## config.mk

```make
export PLATFORM = sky130hd
export DESIGN_NAME = spi_responder
export DESIGN_NICKNAME = d
export VERILOG_FILES = /design/src/rtl/spi_pkg.sv /design/src/rtl/sync_edge.sv /design/src/rtl/spi_responder.sv
export SDC_FILE = /design/constraint.sdc
export NUM_CORES = 1
export LEC_CHECK = 0
export BUFFER_PORTS_ARGS = -buffer_cell sky130_fd_sc_hd__buf_2
export CORE_ASPECT_RATIO = 1.2
export CORE_UTILIZATION = 43
export CTS_CLUSTER_SIZE = 10
export DETAILED_ROUTE_END_ITERATION = 12
export GPL_TIMING_DRIVEN = 0
export PLACE_DENSITY = 0.64
export REMOVE_ABC_BUFFERS = 1
export SLEW_MARGIN = 40
export SYNTH_ARGS = -nofsm -noshare
export SYNTH_HDL_FRONTEND = slang
export SYNTH_SLANG_ARGS = --single-unit
```

## constraint.sdc

```tcl
create_clock -name Clk -period 1.4 [get_ports Clk]
set_clock_uncertainty 0.05 [all_clocks]
set_input_delay 0.28 -clock Clk [delete_from_list [all_inputs] [get_ports Clk]]
set_output_delay 0.28 -clock Clk [all_outputs]
set_load 0.01 [all_outputs]
```

## src/rtl/spi_pkg.sv

```systemverilog
// spi_pkg: shared FSM state, default frame width and idle fill for the SPI responder.
package spi_pkg;
  localparam int DEF_DATA_W = 8;
  localparam logic [7:0] IDLE_FILL = 8'h00;
  typedef enum logic [1:0] {IDLE, ARMED, SHIFT} state_e;
endpackage

```

## src/rtl/sync_edge.sv

```systemverilog
// sync_edge: multi-flop synchronizer with one-cycle rise/fall pulses on the synced level.
module sync_edge #(
  parameter int STAGES = 2
) (
  input  logic clk,
  input  logic rst_n,
  input  logic d_i,
  output logic q_o,
  output logic rise_o,
  output logic fall_o
);
  logic [STAGES-1:0] sync_q;
  logic prev_q;
  always_ff @(posedge clk) begin
    if (!rst_n) begin
      sync_q <= '0;
      prev_q <= 1'b0;
    end else begin
      sync_q <= {sync_q[STAGES-2:0], d_i};
      prev_q <= sync_q[STAGES-1];
    end
  end
  assign q_o = sync_q[STAGES-1];
  assign rise_o = q_o & ~prev_q;
  assign fall_o = ~q_o & prev_q;
endmodule

```

## src/rtl/spi_responder.sv

```systemverilog
// spi_responder: mode-0 SPI target oversampled by Clk, with a one-byte transmit holding register.
module spi_responder
  import spi_pkg::*;
#(
  parameter int DATA_W = DEF_DATA_W,
  parameter int SYNC_STAGES = 2
) (
  input  logic              Clk,
  input  logic              Reset_n,
  input  logic              spi_SS_n,
  input  logic              spi_SCLK,
  input  logic              spi_MOSI,
  output logic              spi_MISO,
  output logic              spi_MISO_oe,
  input  logic [DATA_W-1:0] tx_data,
  input  logic              tx_valid,
  output logic              tx_ready,
  output logic [DATA_W-1:0] rx_data,
  output logic              rx_valid,
  output logic              underrun,
  output logic              frame_active
);
  localparam int CNT_W = $clog2(DATA_W);
  localparam logic [CNT_W-1:0] LAST = CNT_W'(DATA_W - 1);
  localparam logic [DATA_W-1:0] FILL = DATA_W'(IDLE_FILL);
  state_e state_q;
  logic [CNT_W-1:0] cnt_q;
  logic [DATA_W-1:0] shift_in_q, shift_out_q, hold_q, hold_d, rx_data_q;
  logic hold_full_q, hold_full_d, tx_ready_q, rx_valid_q, underrun_q;
  logic [SYNC_STAGES-1:0] mosi_q;
  logic ss, ss_rise, ss_fall, sclk, sclk_rise, sclk_fall, mosi, wr, load;
  sync_edge #(.STAGES(SYNC_STAGES)) u_ss (
    .clk(Clk), .rst_n(Reset_n), .d_i(spi_SS_n), .q_o(ss), .rise_o(ss_rise), .fall_o(ss_fall)
  );
  sync_edge #(.STAGES(SYNC_STAGES)) u_sclk (
    .clk(Clk), .rst_n(Reset_n), .d_i(spi_SCLK), .q_o(sclk), .rise_o(sclk_rise), .fall_o(sclk_fall)
  );
  // MOSI takes the same number of stages as SCLK so it lines up with the detected rise.
  always_ff @(posedge Clk) begin
    if (!Reset_n) mosi_q <= '0;
    else mosi_q <= {mosi_q[SYNC_STAGES-2:0], spi_MOSI};
  end
  assign mosi = mosi_q[SYNC_STAGES-1];
  assign wr = tx_valid & tx_ready_q;
  assign load = (state_q == ARMED && ss_fall) ||
                (state_q == SHIFT && !ss_rise && sclk_fall && cnt_q == '0);
  always_comb begin
    hold_d = wr ? tx_data : hold_q;
    hold_full_d = wr ? 1'b1 : (load ? 1'b0 : hold_full_q);
  end
  always_ff @(posedge Clk) begin
    if (!Reset_n) begin
      state_q <= IDLE;
      cnt_q <= '0;
      shift_in_q <= '0;
      shift_out_q <= '0;
      hold_q <= '0;
      hold_full_q <= 1'b0;
      tx_ready_q <= 1'b1;
      rx_data_q <= '0;
      rx_valid_q <= 1'b0;
      underrun_q <= 1'b0;
    end else begin
      hold_q <= hold_d;
      hold_full_q <= hold_full_d;
      tx_ready_q <= ~hold_full_d;
      rx_valid_q <= 1'b0;
      underrun_q <= load & ~hold_full_q;
      if (load) shift_out_q <= hold_full_q ? hold_q : FILL;
      case (state_q)
        IDLE: if (ss) state_q <= ARMED;
        ARMED: if (ss_fall) begin
          state_q <= SHIFT;
          cnt_q <= '0;
        end
        SHIFT: if (ss_rise) state_q <= ARMED;
        else begin
          if (sclk_rise) begin
            cnt_q <= (cnt_q == LAST) ? '0 : cnt_q + 1'b1;
            shift_in_q <= {shift_in_q[DATA_W-2:0], mosi};
            if (cnt_q == LAST) begin
              rx_data_q <= {shift_in_q[DATA_W-2:0], mosi};
              rx_valid_q <= 1'b1;
            end
          end
          // A fall with the counter at zero ends a byte and takes the load above instead.
          if (sclk_fall && cnt_q != '0) shift_out_q <= {shift_out_q[DATA_W-2:0], 1'b0};
        end
        default: state_q <= IDLE;
      endcase
    end
  end
  assign spi_MISO = (state_q == SHIFT) & shift_out_q[DATA_W-1];
  assign spi_MISO_oe = (state_q == SHIFT);
  assign frame_active = (state_q == SHIFT) & ~ss;
  assign tx_ready = tx_ready_q;
  assign rx_data = rx_data_q;
  assign rx_valid = rx_valid_q;
  assign underrun = underrun_q;
  logic unused_sclk;
  assign unused_sclk = sclk;
endmodule

```

==> results <==
- The flow ran to the end, but the final reports show violations.
- The final reports fail on negative setup slack.
- After the last flow step, the layout net total stands at 249.
- The CTS buffer count is 5.
- Pin placement for this block handled 28 I/O pins.
- The post-detailed-route via-to-cell ratio is 5.11.
- CTS saw 48 sinks.
- The pin slew with the least headroom to its limit is 612 ps.
- TritonCTS built the clock tree.
- After synthesis, the netlist uses 33 different library cells.
- Dividing the detail-routed wire length by the instance count gives 12.1 um.
- Summed over all layers, the routed wires come to 3480 um.
- Of the total power, combinational logic draws 0.053.
- The gate family responsible for the most delay along the worst path is simple AND/OR/NAND/NOR gates.
- In the finished design, the share of the clock period the worst path needs comes to 1.08.
- The first-pass GRT wire length is 5850 um.
- The cell count after synthesis is 196.
- The analysis attributes to cell leakage a power of 1.02 nW.
- The sequential fraction of the synthesis area is 0.523.
- Setup violations remaining at the end of the flow were counted as 21.
- The via total after detailed routing is 1468.
- The total buffers and inverters traversed by the critical path is 0.
- The signal on the critical path passes through and4bb_4 > a31oi_4 > or4b_4 > a21oi_2.
- The required time of the critical path is 1570 ps.
- The clock share of power is 0.346.
- Across every metal layer, demand over resource in global routing totals 0.175.
- The number of antenna repair diodes is 0.
- The number of enable-type register cells in the synthesized netlist is 0.
- In the routed design, unresolved DRC markers number 0.
- After synthesis the netlist holds a flip-flop and latch count of 48.
- The final number of max-transition violations came to 0.
- The initial utilization of the core area, before any placement, comes to 0.459.
- The highest net fanout along the worst path is 4.
- Input and output buffers added on the ports amount to 27.
- After filler insertion, the fill cell instance count of the layout stands at 397.
- The total standard cell area after synthesis is 1840 sq um.
- The clock tree synthesis step divided the H-tree into 2 levels.
- The number of global-route vias before repair was 1356.
- Static timing analysis puts the maximum clock frequency at 662 MHz.
- The post-detailed-route count of antenna-violating nets is 0.
- Headroom to the max-slew limit came out at 0.592.
- The clock tree root driver cell is sky130_fd_sc_hd__clkbuf_8.
- The region available for standard cell placement spans 4000 sq um.
- The post-synthesis to final-layout area growth is 27.7%.
- The synthesized area divided by synthesized cell count is 9.37 sq um.
- The site row count is 25.
- The area of placed instances is 1990 sq um.
- The post-DP HPWL is 2190 um.
- The number of max-capacitance violations reported is 0.
- The overall overflow remaining after global route is 0.
- The clock passes through at most 2 buffers.
- The first TritonRoute pass finished after 4 iterations.
- By startpoint and endpoint, the worst setup path is classified as register to register.
- The total power density per cell area is 1010 nW/um^2.
- STA classifies the critical path startpoint as a register.
- Of the total power, registers draw 0.601.
- The first routing iteration left 52 violations.
- STA classifies the critical path endpoint as a register.
- The die height is 73.6 um.
- The worst register-to-register path has a setup slack of -110 ps.
- Entering global routing, the biggest net connects 34 pins.
- The critical path's slowest cell is sky130_fd_sc_hd__or4b_4.
- The worst slack after detailed placement is -718 ps.
- Once routing completed, OpenROAD measured the worst setup slack at -111 ps.
- The power spent charging and discharging nets is 0.000522 W.
- The class of the most critical hold timing path is primary input to register.
- For the finished layout, the period the worst path requires is 1510 ps.
- Setup repair after global routing could not meet its margin everywhere.
- The x dimension of the die is 61.7 um.
- During synthesis, Yosys emitted a total of 0 warnings.
- The data arrival at the endpoint of the critical path is 1690 ps.
- The maximum vdd ir drop is 0.696 mV.
- Counting flops with an async set or reset pin after synthesis yields a share of 0.
- Routability-driven placement finished with a final weighted congestion of 0.715.
- The final hold violation count came to 0.
- The largest single stage delay on the critical path is 490 ps.
- The die covers 4540 sq um.
- In the synthesized netlist the dominant register cell turns out to be sky130_fd_sc_hd__dfxtp_1.
- The number of antenna violations at the first check in global routing was 0.
- With fillers left out, the area of the finished cells amounts to 2350 sq um.
- The switching share of power is 0.219.
- The fraction of final layout cells with drive strength greater than 1 is 0.365.
- After clock tree synthesis, the clock-pin slew on the worst setup and hold paths is 80 ps.
- The internal power summed over all cells is 0.00186 W.
- The clock network latency to the later pin of the worst-skew pair is 290 ps.
==> metal layers <==
| metal | global-route usage | vias up | part of all wire |
|---|---|---|---|
| met2 | 0.274 | 22 | 0.48 |
| met5 | 0 | - | 0 |
| met1 | 0.219 | 693 | 0.47 |
| met3 | 0.0475 | 5 | 0.032 |
| li1 | - | 748 | - |
| met4 | 0.0889 | 0 | 0.019 |
==> Yosys cell counts, drive strengths merged, types with 2 or more instances <==
library cell / n / area share
ha: 3 / 0.020
and2: 9 / 0.031
mux2i: 15 / 0.082
clkbuf: 5 / 0.010
a31oi: 2 / 0.015
inv: 6 / 0.012
o21ai: 6 / 0.016
nor2: 22 / 0.045
nor3: 14 / 0.038
nand3b: 2 / 0.0082
nand4: 2 / 0.010
nand2: 14 / 0.029
nand3: 9 / 0.025
a21oi: 20 / 0.054
dfxtp: 48 / 0.52
nand2b: 2 / 0.011
buf: 6 / 0.014
==> registers in the layout (all words and copies together), names as in the netlist <==
| register | count |
|---|---|
| underrun | 1 |
| mosi_q | 2 |
| rx_data | 8 |
| u_ss.prev_q | 1 |
| state_q | 2 |
| u_sclk.prev_q | 1 |
| cnt_q | 3 |
| u_sclk.sync_q | 2 |
| tx_ready | 1 |
| hold_full_q | 1 |
| shift_out_q | 8 |
| rx_valid | 1 |
| shift_in_q | 7 |
| hold_q | 8 |
| u_ss.sync_q | 2 |
==> through the flow <==
step	std cells	power [W]	TNS, ps	utilization	hold WS, ps
global route	287	0.00249	-2740	0.586	131
global placement	266	0.00156	-12180	0.498	368
detailed placement	266	0.00157	-10790	0.498	376
CTS	282	0.00239	-686	0.566	132
floorplan	185	0.00152	-3240	-	292
finish	287	0.00238	-1240	0.586	135
==> final timing paths <==
| kind | depth (start not counted) | startpoint | end |
|---|---|---|---|
| min reg2reg | 1 | mosi_q[0]$_SDFF_PN0_ | mosi_q[1]$_SDFF_PN0_ |
| max | 4 | u_ss.sync_q[1]$_SDFF_PN0_ | cnt_q[1]$_SDFFE_PN0P_ |
| min | 2 | spi_SCLK | u_sclk.sync_q[0]$_SDFF_PN0_ |
| max reg2reg | 4 | u_ss.sync_q[1]$_SDFF_PN0_ | cnt_q[1]$_SDFFE_PN0P_ |
==> cells in the final DEF, fill, tap and decap left out, types with 2 or more instances in the layout <==
cell type,count
sky130_fd_sc_hd__a21oi_1,13
sky130_fd_sc_hd__buf_6,5
sky130_fd_sc_hd__and2_1,8
sky130_fd_sc_hd__a21oi_2,7
sky130_fd_sc_hd__nand3b_1,2
sky130_fd_sc_hd__nor3_1,13
sky130_fd_sc_hd__nand2_1,13
sky130_fd_sc_hd__nand3_1,8
sky130_fd_sc_hd__dfxtp_1,40
sky130_fd_sc_hd__clkbuf_1,2
sky130_fd_sc_hd__o21ai_0,6
sky130_fd_sc_hd__inv_1,2
sky130_fd_sc_hd__mux2i_1,15
sky130_fd_sc_hd__nand2b_4,2
sky130_fd_sc_hd__buf_2,26
sky130_fd_sc_hd__nor2_1,22
sky130_fd_sc_hd__dfxtp_2,7
sky130_fd_sc_hd__inv_2,3
sky130_fd_sc_hd__clkbuf_8,6
sky130_fd_sc_hd__buf_4,9
sky130_fd_sc_hd__a31oi_4,2
sky130_fd_sc_hd__ha_2,2
==> layout make-up <==
type                            instances  area (sq um)  area share
Inverter                                6          30.0      0.0128
Multi-Input combinational cell        131           931       0.397
Timing Repair Buffer                   40           254       0.108
Clock buffer                            8          90.1      0.0384
Sequential cell                        48           973       0.415
Tap cell                               54          67.6      0.0288
==> power by group through the flow <==
stage                     Combinational, W  Clock (W)  Sequential [W]
after floorplan                  0.0000637          0         0.00145
after global placement            0.000105          0         0.00146
after detailed placement          0.000107          0         0.00146
after CTS                         0.000119   0.000843         0.00143
after global routing              0.000141   0.000914         0.00144
final                             0.000127   0.000823         0.00143
==> kinds of logic (layout without fill, tap and decap cells) <==
family / Yosys count / count (layout) / synth area share
fa+ha+maj: 3 / 3 / 0.0204
simple gates: 80 / 80 / 0.228
buf+inv: 17 / 54 / 0.0368
flops: 48 / 48 / 0.523
compound gates: 33 / 33 / 0.110
mux: 15 / 15 / 0.0817
==> repair_timing <==
| action | in CTS | in global routing |
|---|---|---|
| pin swaps | 15 | 7 |
| gates resized for setup | 35 | 12 |
| setup buffers | 8 | 5 |
| setup endpoints to repair | 31 | 32 |
| hold buffers | 0 | 0 |
| gates cloned | 0 | 0 |
Power figures use the tool's default switching activity.
